### config.mk
export PLATFORM = sky130hd
export DESIGN_NAME = mem_access_unit
export DESIGN_NICKNAME = d
export VERILOG_FILES = /design/src/rtl/mem_access_unit.sv
export SDC_FILE = /design/constraint.sdc
export NUM_CORES = 1
export LEC_CHECK = 0
export BUFFER_PORTS_ARGS = -buffer_cell sky130_fd_sc_hd__buf_2
export CORE_MARGIN = 3
export CORE_UTILIZATION = 40
export CTS_CLUSTER_SIZE = 24
export DETAILED_ROUTE_END_ITERATION = 12
export GPL_ROUTABILITY_DRIVEN = 1
export PLACE_DENSITY_LB_ADDON = 0.08
export SLEW_MARGIN = 25
export SYNTH_ARGS = -nofsm -noshare
export SYNTH_HDL_FRONTEND = slang
export SYNTH_SLANG_ARGS = --single-unit
### constraint.sdc
create_clock -name clk -period 2 [get_ports clk]
set_input_delay 0.4 -clock clk [delete_from_list [all_inputs] [get_ports clk]]
set_output_delay 0.4 -clock clk [all_outputs]
set_load 0.02 [all_outputs]
### src/rtl/mem_access_unit.sv
// Memory-stage access controller: drives a stall-capable data memory via
// request/done handshake, stalls the pipeline, returns load data.
module mem_access_unit #(
    parameter int DATA_W  = 16,
    parameter int TIMEOUT = 15
) (
    input  logic              clk,
    input  logic              rst,
    input  logic              valid_in,
    input  logic              memRead,
    input  logic              memWrite,
    input  logic [DATA_W-1:0] addrIn,
    input  logic [DATA_W-1:0] wrtDataIn,
    output logic              mem_en,
    output logic              mem_wr,
    output logic [DATA_W-1:0] mem_addr,
    output logic [DATA_W-1:0] mem_wdata,
    input  logic              mem_busy,
    input  logic              mem_done,
    input  logic [DATA_W-1:0] mem_rdata,
    output logic              memStall,
    output logic [DATA_W-1:0] rdData,
    output logic              rdValid,
    output logic              errAlign,
    output logic              errTimeout
);

    typedef enum logic [1:0] {
        IDLE   = 2'd0,
        ACCESS = 2'd1,
        WAIT   = 2'd2,
        DONE   = 2'd3
    } state_t;

    localparam logic [7:0] CNT_LAST = 8'(TIMEOUT - 1);

    state_t            state_q, state_d;
    logic [7:0]        cnt_q, cnt_d;
    logic [DATA_W-1:0] addr_q, addr_d;
    logic [DATA_W-1:0] data_q, data_d;
    logic [DATA_W-1:0] rd_q, rd_d;
    logic              wr_q, wr_d;
    logic              req;

    // Gated by rst so no input-driven pulse or stall leaks out during reset
    assign req = valid_in & (memRead | memWrite) & ~rst;

    always_ff @(posedge clk or posedge rst) begin
        if (rst) begin
            state_q <= IDLE;
            cnt_q   <= '0;
            addr_q  <= '0;
            data_q  <= '0;
            rd_q    <= '0;
            wr_q    <= 1'b0;
        end else begin
            state_q <= state_d;
            cnt_q   <= cnt_d;
            addr_q  <= addr_d;
            data_q  <= data_d;
            rd_q    <= rd_d;
            wr_q    <= wr_d;
        end
    end

    always_comb begin
        state_d    = state_q;
        cnt_d      = cnt_q;
        addr_d     = addr_q;
        data_d     = data_q;
        rd_d       = rd_q;
        wr_d       = wr_q;
        mem_en     = 1'b0;
        memStall   = 1'b0;
        rdValid    = 1'b0;
        errAlign   = 1'b0;
        errTimeout = 1'b0;
        unique case (state_q)
            IDLE: begin
                if (req) begin
                    if (addrIn[0]) begin
                        errAlign = 1'b1;
                    end else begin
                        memStall = 1'b1;
                        addr_d   = addrIn;
                        data_d   = wrtDataIn;
                        wr_d     = ~memRead;
                        state_d  = ACCESS;
                    end
                end
            end
            ACCESS: begin
                mem_en   = 1'b1;
                memStall = 1'b1;
                if (!mem_busy) begin
                    cnt_d   = '0;
                    state_d = WAIT;
                end
            end
            WAIT: begin
                memStall = 1'b1;
                // Completion takes priority over an expiring timeout
                if (mem_done) begin
                    if (!wr_q) rd_d = mem_rdata;
                    state_d = DONE;
                end else if (cnt_q == CNT_LAST) begin
                    errTimeout = 1'b1;
                    state_d    = IDLE;
                end else begin
                    cnt_d = cnt_q + 8'd1;
                end
            end
            DONE: begin
                rdValid = ~wr_q;
                state_d = IDLE;
            end
            default: state_d = IDLE;
        endcase
    end

    assign mem_wr    = mem_en & wr_q;
    assign mem_addr  = addr_q;
    assign mem_wdata = data_q;
    assign rdData    = rd_q;

endmodule
# [Word level (Yosys, flattened, before mapping)]
# Cells that the tools add are included.
[word_totals] output_inout_bits=54 ff_bits=58 inputBits=55 word_cells=53
[op_classes] n_bitwise=8 n_eq_ne=10 n_addsub=1 n_mux=21 reduce_logical=7
[op_table] op="8-bit 2-to-1 mux" count=3
[op_table] op="8-bit case mux with 2 select lines" count=1
[op_table] op="1-bit 2-to-1 mux" count=10
[op_table] op="2-bit 2-to-1 mux" count=5
[op_table] op="2-bit inequality test (second input constant)" count=5
[op_table] op="8-bit by 1-bit adder with 8-bit output (second input constant)" count=1
[op_table] op="8-bit by 4-bit equality test with 1-bit output (second input constant)" count=1
[op_table] op="2-bit case mux with 4 select lines" count=1
[op_table] op="4-bit AND reduction" count=2
[op_table] op="3-bit AND reduction" count=2
[op_table] op="2-bit equality test (second input constant)" count=2
[op_table] op="1-bit NOT" count=4
[op_table] op="1-bit bitwise AND" count=3
[op_table] op="3-bit inequality test (second input constant)" count=1
[op_table] op="2-bit by 1-bit equality test with 1-bit output (second input constant)" count=1
[op_table] op="2-bit logical NOT" count=1
[op_table] op="1-bit case mux with 2 select lines" count=1
[op_table] op="2-bit nonzero test" count=1
[op_table] op="2-bit OR reduction" count=1
[op_table] op="1-bit bitwise OR" count=1

# [Depth between registers and ports, before layout]
# Gate-level depths: netlist (run 1).
[logic_depth] word_depth=5 depth_mapped=7 depth_no_buf=6

# [Least setup slack after synthesis (run 1)]
# No wires, ideal clock.
[synth_path] kind="register to output" start="reg state_q[0]" end="out memStall" path_slack_ns=-0.012 t_required_ns=1.600 arrival_time_ns=1.612 stages_incl_launch_ff=7 path_buffers=1 cell_sequence="dfrtp_1 > inv_1 > ha_1 > nor4b_4 > buf_6 > nor2_1 > nor2_1"
[synth_via] elab_chain_len=3 word_cells_on_any_way=5 cone_classes="eq/ne (2); mux (1); reduce/logical (2)"
[synth_rtl] element="from (decl)" line_no="37" source="state_t state_q, state_d;"
[synth_rtl] element="from (signal assigned)" line_no="57" source="state_q <= state_d;"
[synth_rtl] element="2-bit equality test / 2-bit by 1-bit equality test with 1-bit output (equally long branches)" line_no="78" source="unique case (state_q)"
[synth_rtl] element="2-bit OR reduction (no line)"
[synth_rtl] element="1-bit case mux with 2 select lines *" line_no="78"
[synth_rtl] element="to (decl)" line_no="21" source="output logic memStall,"
# Every way passes the cells marked *; elsewhere a longest branch is shown, timed or not.

# [Worst setup path in the final report (run 1)]
# Same ends and word-level chain as after synthesis.

==> results of run 1 <==
flip-flops by register name, summed over array words and instances (netlist names):
| register | flops |
|---|---|
| rdData | 16 |
| cnt_q | 8 |
| wr_q | 1 |
| mem_addr | 15 |
| mem_wdata | 16 |
| state_q | 2 |
kinds of logic after synthesis:
| group | after synthesis |
|---|---|
| flip-flops | 58 |
| other | 1 |
| AND/OR/NAND/NOR | 35 |
| XOR/XNOR | 2 |
| buffers and inverters | 12 |
| AO/OA/AOI/OAI | 22 |
| adder cells (fa/ha/maj) | 7 |
| multiplexers | 49 |
stage by stage:
step                      TNS (ps)  hold slack (ps)  cells  power, mW
after floorplan                  0              485    186       3.60
after global placement           0              330    368       4.37
after detailed placement         0              329    368       4.40
after CTS                        0              238    390       5.71
after global routing         -49.4              242    394       6.15
final                            0              252    394       5.76
metal layers:
layer / vias up / GRT usage / share of wire
met1: 918 / 0.189 / 0.42
li1: 918 / - / -
met5: - / 0 / 0
met4: 0 / 0.0510 / 0.011
met3: 7 / 0.0760 / 0.096
met2: 76 / 0.234 / 0.48
power by group through the flow:
stage / sequential (mW) / clock (mW) / combinational [mW]
floorplan: 2.60 / 0 / 0.998
global placement: 2.00 / 0 / 2.37
detailed placement: 2.01 / 0 / 2.39
CTS: 1.98 / 1.26 / 2.47
global route: 2.06 / 1.33 / 2.76
finish: 1.98 / 1.23 / 2.55
what timing repair did:
action	CTS	global route
buffers inserted	5	4
gates resized for setup	2	11
pin swaps	0	4
gates cloned	0	0
endpoints found under the setup margin	2	2
hold buffers	1	0
endpoints found under the hold margin	7	0
layout make-up:
class | count | area share
Sequential cell | 58 | 0.409
Inverter | 6 | 0.00634
Tap cell | 75 | 0.0264
Clock inverter | 4 | 0.0208
Multi-Input combinational cell | 116 | 0.305
Timing Repair Buffer | 123 | 0.189
Clock buffer | 12 | 0.0437
placed cells by master (no fill, tap or decap), drive strengths merged, types with 2 or more instances in the layout:
cell type  instances
nor2               7
ha                 7
nand3              2
nor3               3
a22o               3
nand2              5
nor2b              3
o21ai              3
nor4b              2
mux2i              2
dfrtp             58
clkinv             2
buf              122
mux2              47
clkbuf            12
a21o               2
inv                6
nand2b             4
bufinv             2
a21oi              5
and2               2
path summary, 6_finish.rpt:
check	startpoint	endpoint	slack (ps)	depth (start not counted)
setup / recovery	state_q[0]$_DFFE_PP0P_	memStall	80	6
hold / removal	memRead	wr_q$_DFFE_PP0P_	250	2
setup reg to reg	state_q[0]$_DFFE_PP0P_	mem_addr[12]$_DFFE_PP0P_	160	7
hold reg to reg	rdData[2]$_DFFE_PP0P_	rdData[2]$_DFFE_PP0P_	500	1
max in group asynchronous	rst	rdData[3]$_DFFE_PP0P_	880	4
min in group asynchronous	rst	mem_addr[3]$_DFFE_PP0P_	540	3
==> impl_metrics.py, run 1 <==
metrics = {
    "routing": {
        "final_antenna_net_count": 0,
        "totalWireLength_um": 5530,
        "via_per_inst": 4.87,
        "drc_errors": 0,
        "drtIter0Drc": 62,
        "via_count": 1919,
        "wl_per_cell_um": 14.0,
        "drt_pass1_iterations": 4,
    },
    "final_layout": {
        "antenna_cells": 0,
        "area_growth_pct": 37.5,
        "fillers": 545,
        "utilization": 0.583,
        "fin_area_um2": 3550,
        "multi_input_area_um2": 1080,
        "seq_area_um2": 1450,
        "drive_gt1_frac": 0.618,
        "nets": 376,
    },
    "power": {
        "p_sw_frac": 0.370,
        "clkPwrFrac": 0.213,
        "p_int_mw": 3.63,
        "leakage_nw": 1.77,
        "comb_power_share": 0.444,
        "ir_drop_v": 0.000908,
        "powerDensity_nw_per_um2": 1620,
        "power.switching_mw": 2.13,
        "p_seq_frac": 0.344,
    },
    "job": {
        "cap_violations": 0,
    },
    "critical_path": {
        "worstSetupPathType": "register to output port",
        "worstPathArrival_ps": 1520,
        "timing.critical_path.buf_inv": 2,
        "crit_path_max_fanout": 4,
        "cp_common_cell": "nor2_2",
        "cp-start-kind": "register",
        "path_cells": "inv_2 > ha_4 > nor4b_4 > nor2_2 > nor2_2 > buf_6",
        "critPathSlowestCell": "dfrtp_1",
        "end_kind": "output port",
        "cp.required_ps": 1600,
        "cp_top_family": "simple AND/OR/NAND/NOR gates",
        "critPathMaxStageDelay_ps": 390,
    },
    "logic_synthesis": {
        "synth-xor-area-share": 0.00678,
        "yosys.area_share.simple": 0.0872,
        "yosysUniqueCellTypes": 42,
        "yosysWarnings": 0,
        "synth_top_family_by_area": "multiplexers",
        "muxShareOfSynthArea": 0.213,
        "synth_fa_ha_area_frac": 0.0339,
        "synth_seq_cells": 58,
        "async_flop_share": 1.00,
        "yosysMostFrequentCell": "dfrtp_1",
        "yosys-top-cells-area": "dfrtp_1, mux2_2, ha_1",
        "synthFlopType": "dfrtp_1",
        "synth_compound_area_frac": 0.0630,
        "netlist_instances": 186,
        "syn_area_per_cell_um2": 13.9,
        "synth.top_cell.area_share": 0.562,
        "synth_commonest_cells": "dfrtp_1, mux2_2, ha_1, nor2_1, inv_1",
        "syn-cell-area_um2": 2580,
        "synth_nets": 248,
        "yosysSeqAreaShare": 0.562,
        "synth_top_cell_by_area": "dfrtp_1",
        "synth_edf_count": 0,
    },
    "timing": {
        "rsz0062_at_grt": "yes",
        "skew_ps": 8.12,
        "setup_viol": 0,
        "finalMaxSlewViolations": 0,
        "setup_ws_ps": 79.8,
        "hold_viol_final": 0,
        "timing.fmax_mhz": 521,
        "min_period_ps": 1920,
        "finalCritPeriodShare": 0.960,
    },
    "clock_tree": {
        "h-tree-depth": 3,
        "clkSinkCount": 58,
        "cts_tree": "built",
        "cts_buffers": 9,
        "clk-insertion-delay-late_ps": 330,
        "cts_root_buf": "clkbuf_8",
        "clk_pin_slew_worst_paths_ps": 70,
        "clockBufferDepth": 2,
    },
    "status": {
        "status": "complete, no violations",
    },
    "global_route": {
        "grt_usage": 0.153,
        "grt_pass1_wl_um": 8850,
        "grt_start_max_net_pins": 27,
        "grt_pass1_vias": 1943,
        "antenna_found_initial": 0,
        "overflow": 0,
    },
    "placed_design": {
        "place_hpwl_um": 4150,
        "place_congestion": 0.775,
        "io_buffer_count": 107,
        "placedInstanceArea_um2": 3200,
        "preCtsSetupSlack_ps": 175,
    },
    "floorplan": {
        "core_um2": 6100,
        "die_h_um": 86.4,
        "start_util": 0.424,
        "die_x_um": 86.4,
        "dieArea_um2": 7460,
        "ios": 109,
        "row_count": 28,
    },
    "hold_path": {
        "hp-class": "input port to register",
    },
}
(Power assumes the default switching activity.)
==> run 2: changes to the inputs <==
--- a/config.mk
+++ b/config.mk
@@ -5,7 +5,9 @@
 export SDC_FILE = /design/constraint.sdc
 export NUM_CORES = 1
 export LEC_CHECK = 0
-export BUFFER_PORTS_ARGS = -buffer_cell sky130_fd_sc_hd__buf_2
+export ABC_AREA = 1
+export BUFFER_PORTS_ARGS = -buffer_cell sky130_fd_sc_hd__clkbuf_2
+export CORE_ASPECT_RATIO = 0.8
 export CORE_MARGIN = 3
 export CORE_UTILIZATION = 40
 export CTS_CLUSTER_SIZE = 24
==> impl_metrics.py, run 2 <==
metrics = {
    "timing": {
        "skew_ps": 6.46,
        "setup_viol": 0,
        "hold_ws_ps": 106,
        "tightest_slew_ps": 551,
        "finalMaxSlewViolations": 0,
        "fin_tns_setup_ps": 0,
        "timing.fmax_mhz": 529,
        "finalCritPeriodShare": 0.945,
        "slew_headroom": 0.632,
        "setup_ws_ps": 109,
        "min_period_ps": 1890,
        "hold_viol_final": 0,
    },
    "final_layout": {
        "utilization": 0.576,
        "seq_area_um2": 1450,
        "fin_area_um2": 3550,
        "drive_gt1_frac": 0.389,
        "area_growth_pct": 33.3,
        "multi_input_area_um2": 976,
        "layout_commonest_cell": "clkbuf_2",
        "antenna_cells": 0,
        "nets": 461,
        "fillers": 560,
        "mostFrequentLayoutCells": "clkbuf_2, nand2_1, dfrtp_1",
    },
    "status": {
        "status": "complete, no violations",
    },
    "logic_synthesis": {
        "yosysWarnings": 0,
        "async_flop_share": 1.00,
        "synth_seq_cells": 58,
        "synthFlopType": "dfrtp_1",
        "netlist_instances": 283,
        "synth_nets": 345,
        "syn_area_per_cell_um2": 9.41,
        "yosysSeqAreaShare": 0.545,
        "yosys-top-cells-area": "dfrtp_1, nand2_1, o21ai_0",
        "synth_edf_count": 0,
        "yosysMostFrequentCell": "nand2_1",
        "yosysUniqueCellTypes": 24,
        "synth_commonest_cells": "nand2_1, dfrtp_1, inv_1, o21ai_0",
        "syn-cell-area_um2": 2660,
        "synth.top_cell.area_share": 0.545,
        "synth_top_cell_by_area": "dfrtp_1",
    },
    "global_route": {
        "grt_usage": 0.166,
        "grt_start_max_net_pins": 51,
        "grt_pass1_vias": 2090,
        "overflow": 0,
        "grt_pass1_wl_um": 10000,
        "antenna_found_initial": 0,
    },
    "critical_path": {
        "worstPathArrival_ps": 1490,
        "end_kind": "output port",
        "cp.required_ps": 1600,
        "r2r_slack_ps": 280,
        "cp-start-kind": "register",
        "crit_path_max_fanout": 4,
        "r2r-start": "state_q[0]$_DFFE_PP0P_",
        "r2r-end": "cnt_q[5]$_DFFE_PP0P_",
        "rr_worst_depth": 7,
        "worstSetupPathType": "register to output port",
    },
    "floorplan": {
        "dieArea_um2": 7680,
        "start_util": 0.432,
        "die_h_um": 79.0,
        "die_x_um": 97.2,
        "core_um2": 6160,
        "ios": 109,
        "row_count": 25,
    },
    "placed_design": {
        "preCtsSetupSlack_ps": 275,
        "placedInstanceArea_um2": 3280,
        "io_buffer_count": 107,
        "place_hpwl_um": 4460,
        "place_congestion": 0.805,
    },
    "clock_tree": {
        "cts_buffers": 9,
        "clk_pin_slew_worst_paths_ps": 70,
        "h-tree-depth": 3,
        "clkSinkCount": 58,
        "cts_tree": "built",
        "clockBufferDepth": 2,
        "cts_root_buf": "clkbuf_8",
        "clk-insertion-delay-late_ps": 330,
    },
    "routing": {
        "via_count": 2108,
        "via_per_inst": 4.35,
        "drc_errors": 0,
        "totalWireLength_um": 6010,
        "final_antenna_net_count": 0,
        "drtIter0Drc": 72,
        "drt_pass1_iterations": 4,
        "wl_per_cell_um": 12.4,
    },
    "hold_path": {
        "hp-class": "input port to asynchronous set/reset pin",
    },
    "job": {
        "cap_violations": 0,
    },
    "power": {
        "powerDensity_nw_per_um2": 1550,
        "ir_drop_v": 0.000761,
        "leakage_nw": 2.01,
    },
}
run 2: changes by cell type after synthesis, moves of 4 or more:
cell and change:
buf_2 +5, buf_6 -4, inv_1 +42, mux2_2 -41
mux2_4 +10, nand2_1 +56, nand3_1 +13, nor2_1 +8
o21ai_0 +37
run 2: what timing repair did:
item / in CTS / in global routing
cloned: 0 / 0
pin swaps: 1 / 1
endpoints found under the setup margin: 2 / 2
gates resized for setup: 5 / 5
hold buffers: 0 / 0
buffers inserted: 1 / 3
run 2: power by group:
part / leakage (nW) / switching, mW / internal, mW
clock network: 0.109 / 0.462 / 0.731
logic: 1.18 / 1.40 / 0.905
registers: 0.729 / 0.296 / 1.70
run 2: stage by stage:
stage | power (mW) | cells
floorplan | 3.47 | 283
global placement | 4.21 | 465
detailed placement | 4.27 | 465
CTS | 5.51 | 482
global route | 5.88 | 485
finish | 5.50 | 485
run 2: worst max path at each step:
stage,start,end,slack [ps],cells after the start
after global routing,state_q[1]$_DFFE_PP0P_,memStall,-20,5
after detailed placement,state_q[0]$_DFFE_PP0P_,errTimeout,270,5
after floorplan,state_q[0]$_DFFE_PP0P_,errTimeout,110,4
after CTS,state_q[0]$_DFFE_PP0P_,errTimeout,20,5
final,state_q[1]$_DFFE_PP0P_,memStall,110,5
after global placement,state_q[0]$_DFFE_PP0P_,errTimeout,260,5
run 2: routing by layer:
layer  global-route usage  vias up  wire length [um]  share of wire
met1                0.214      914              2740           0.46
met4               0.0747        0               158          0.026
met5                    0        -                 0              0
met2                0.245       71              2620           0.44
met3               0.0702       13               494          0.082
li1                     -     1110                 -              -
run 2: layout make-up:
cell class | instances | area share
Sequential cell | 58 | 0.409
Multi-Input combinational cell | 166 | 0.275
Timing Repair Buffer | 116 | 0.175
Inverter | 48 | 0.0508
Clock buffer | 11 | 0.0398
Tap cell | 81 | 0.0286
Clock inverter | 5 | 0.0219
run 2: worst max-delay path, stage by stage, from the launching register on:
cell and delay (ps):
dfrtp_1 410, inv_2 70, ha_2 320, inv_1 50, a21oi_2 130, clkbuf_4 180
run 2: kinds of logic after synthesis:
logic type               count (synthesis)  share of synthesized area
multiplexers                            16                     0.0818
AND/OR/NAND/NOR                         96                      0.148
buffers and inverters                   59                     0.0959
AO/OA/AOI/OAI                           42                     0.0822
XOR/XNOR                                 4                     0.0132
adder cells (fa/ha/maj)                  7                     0.0329
flip-flops                              58                      0.545
other                                    1                    0.00141
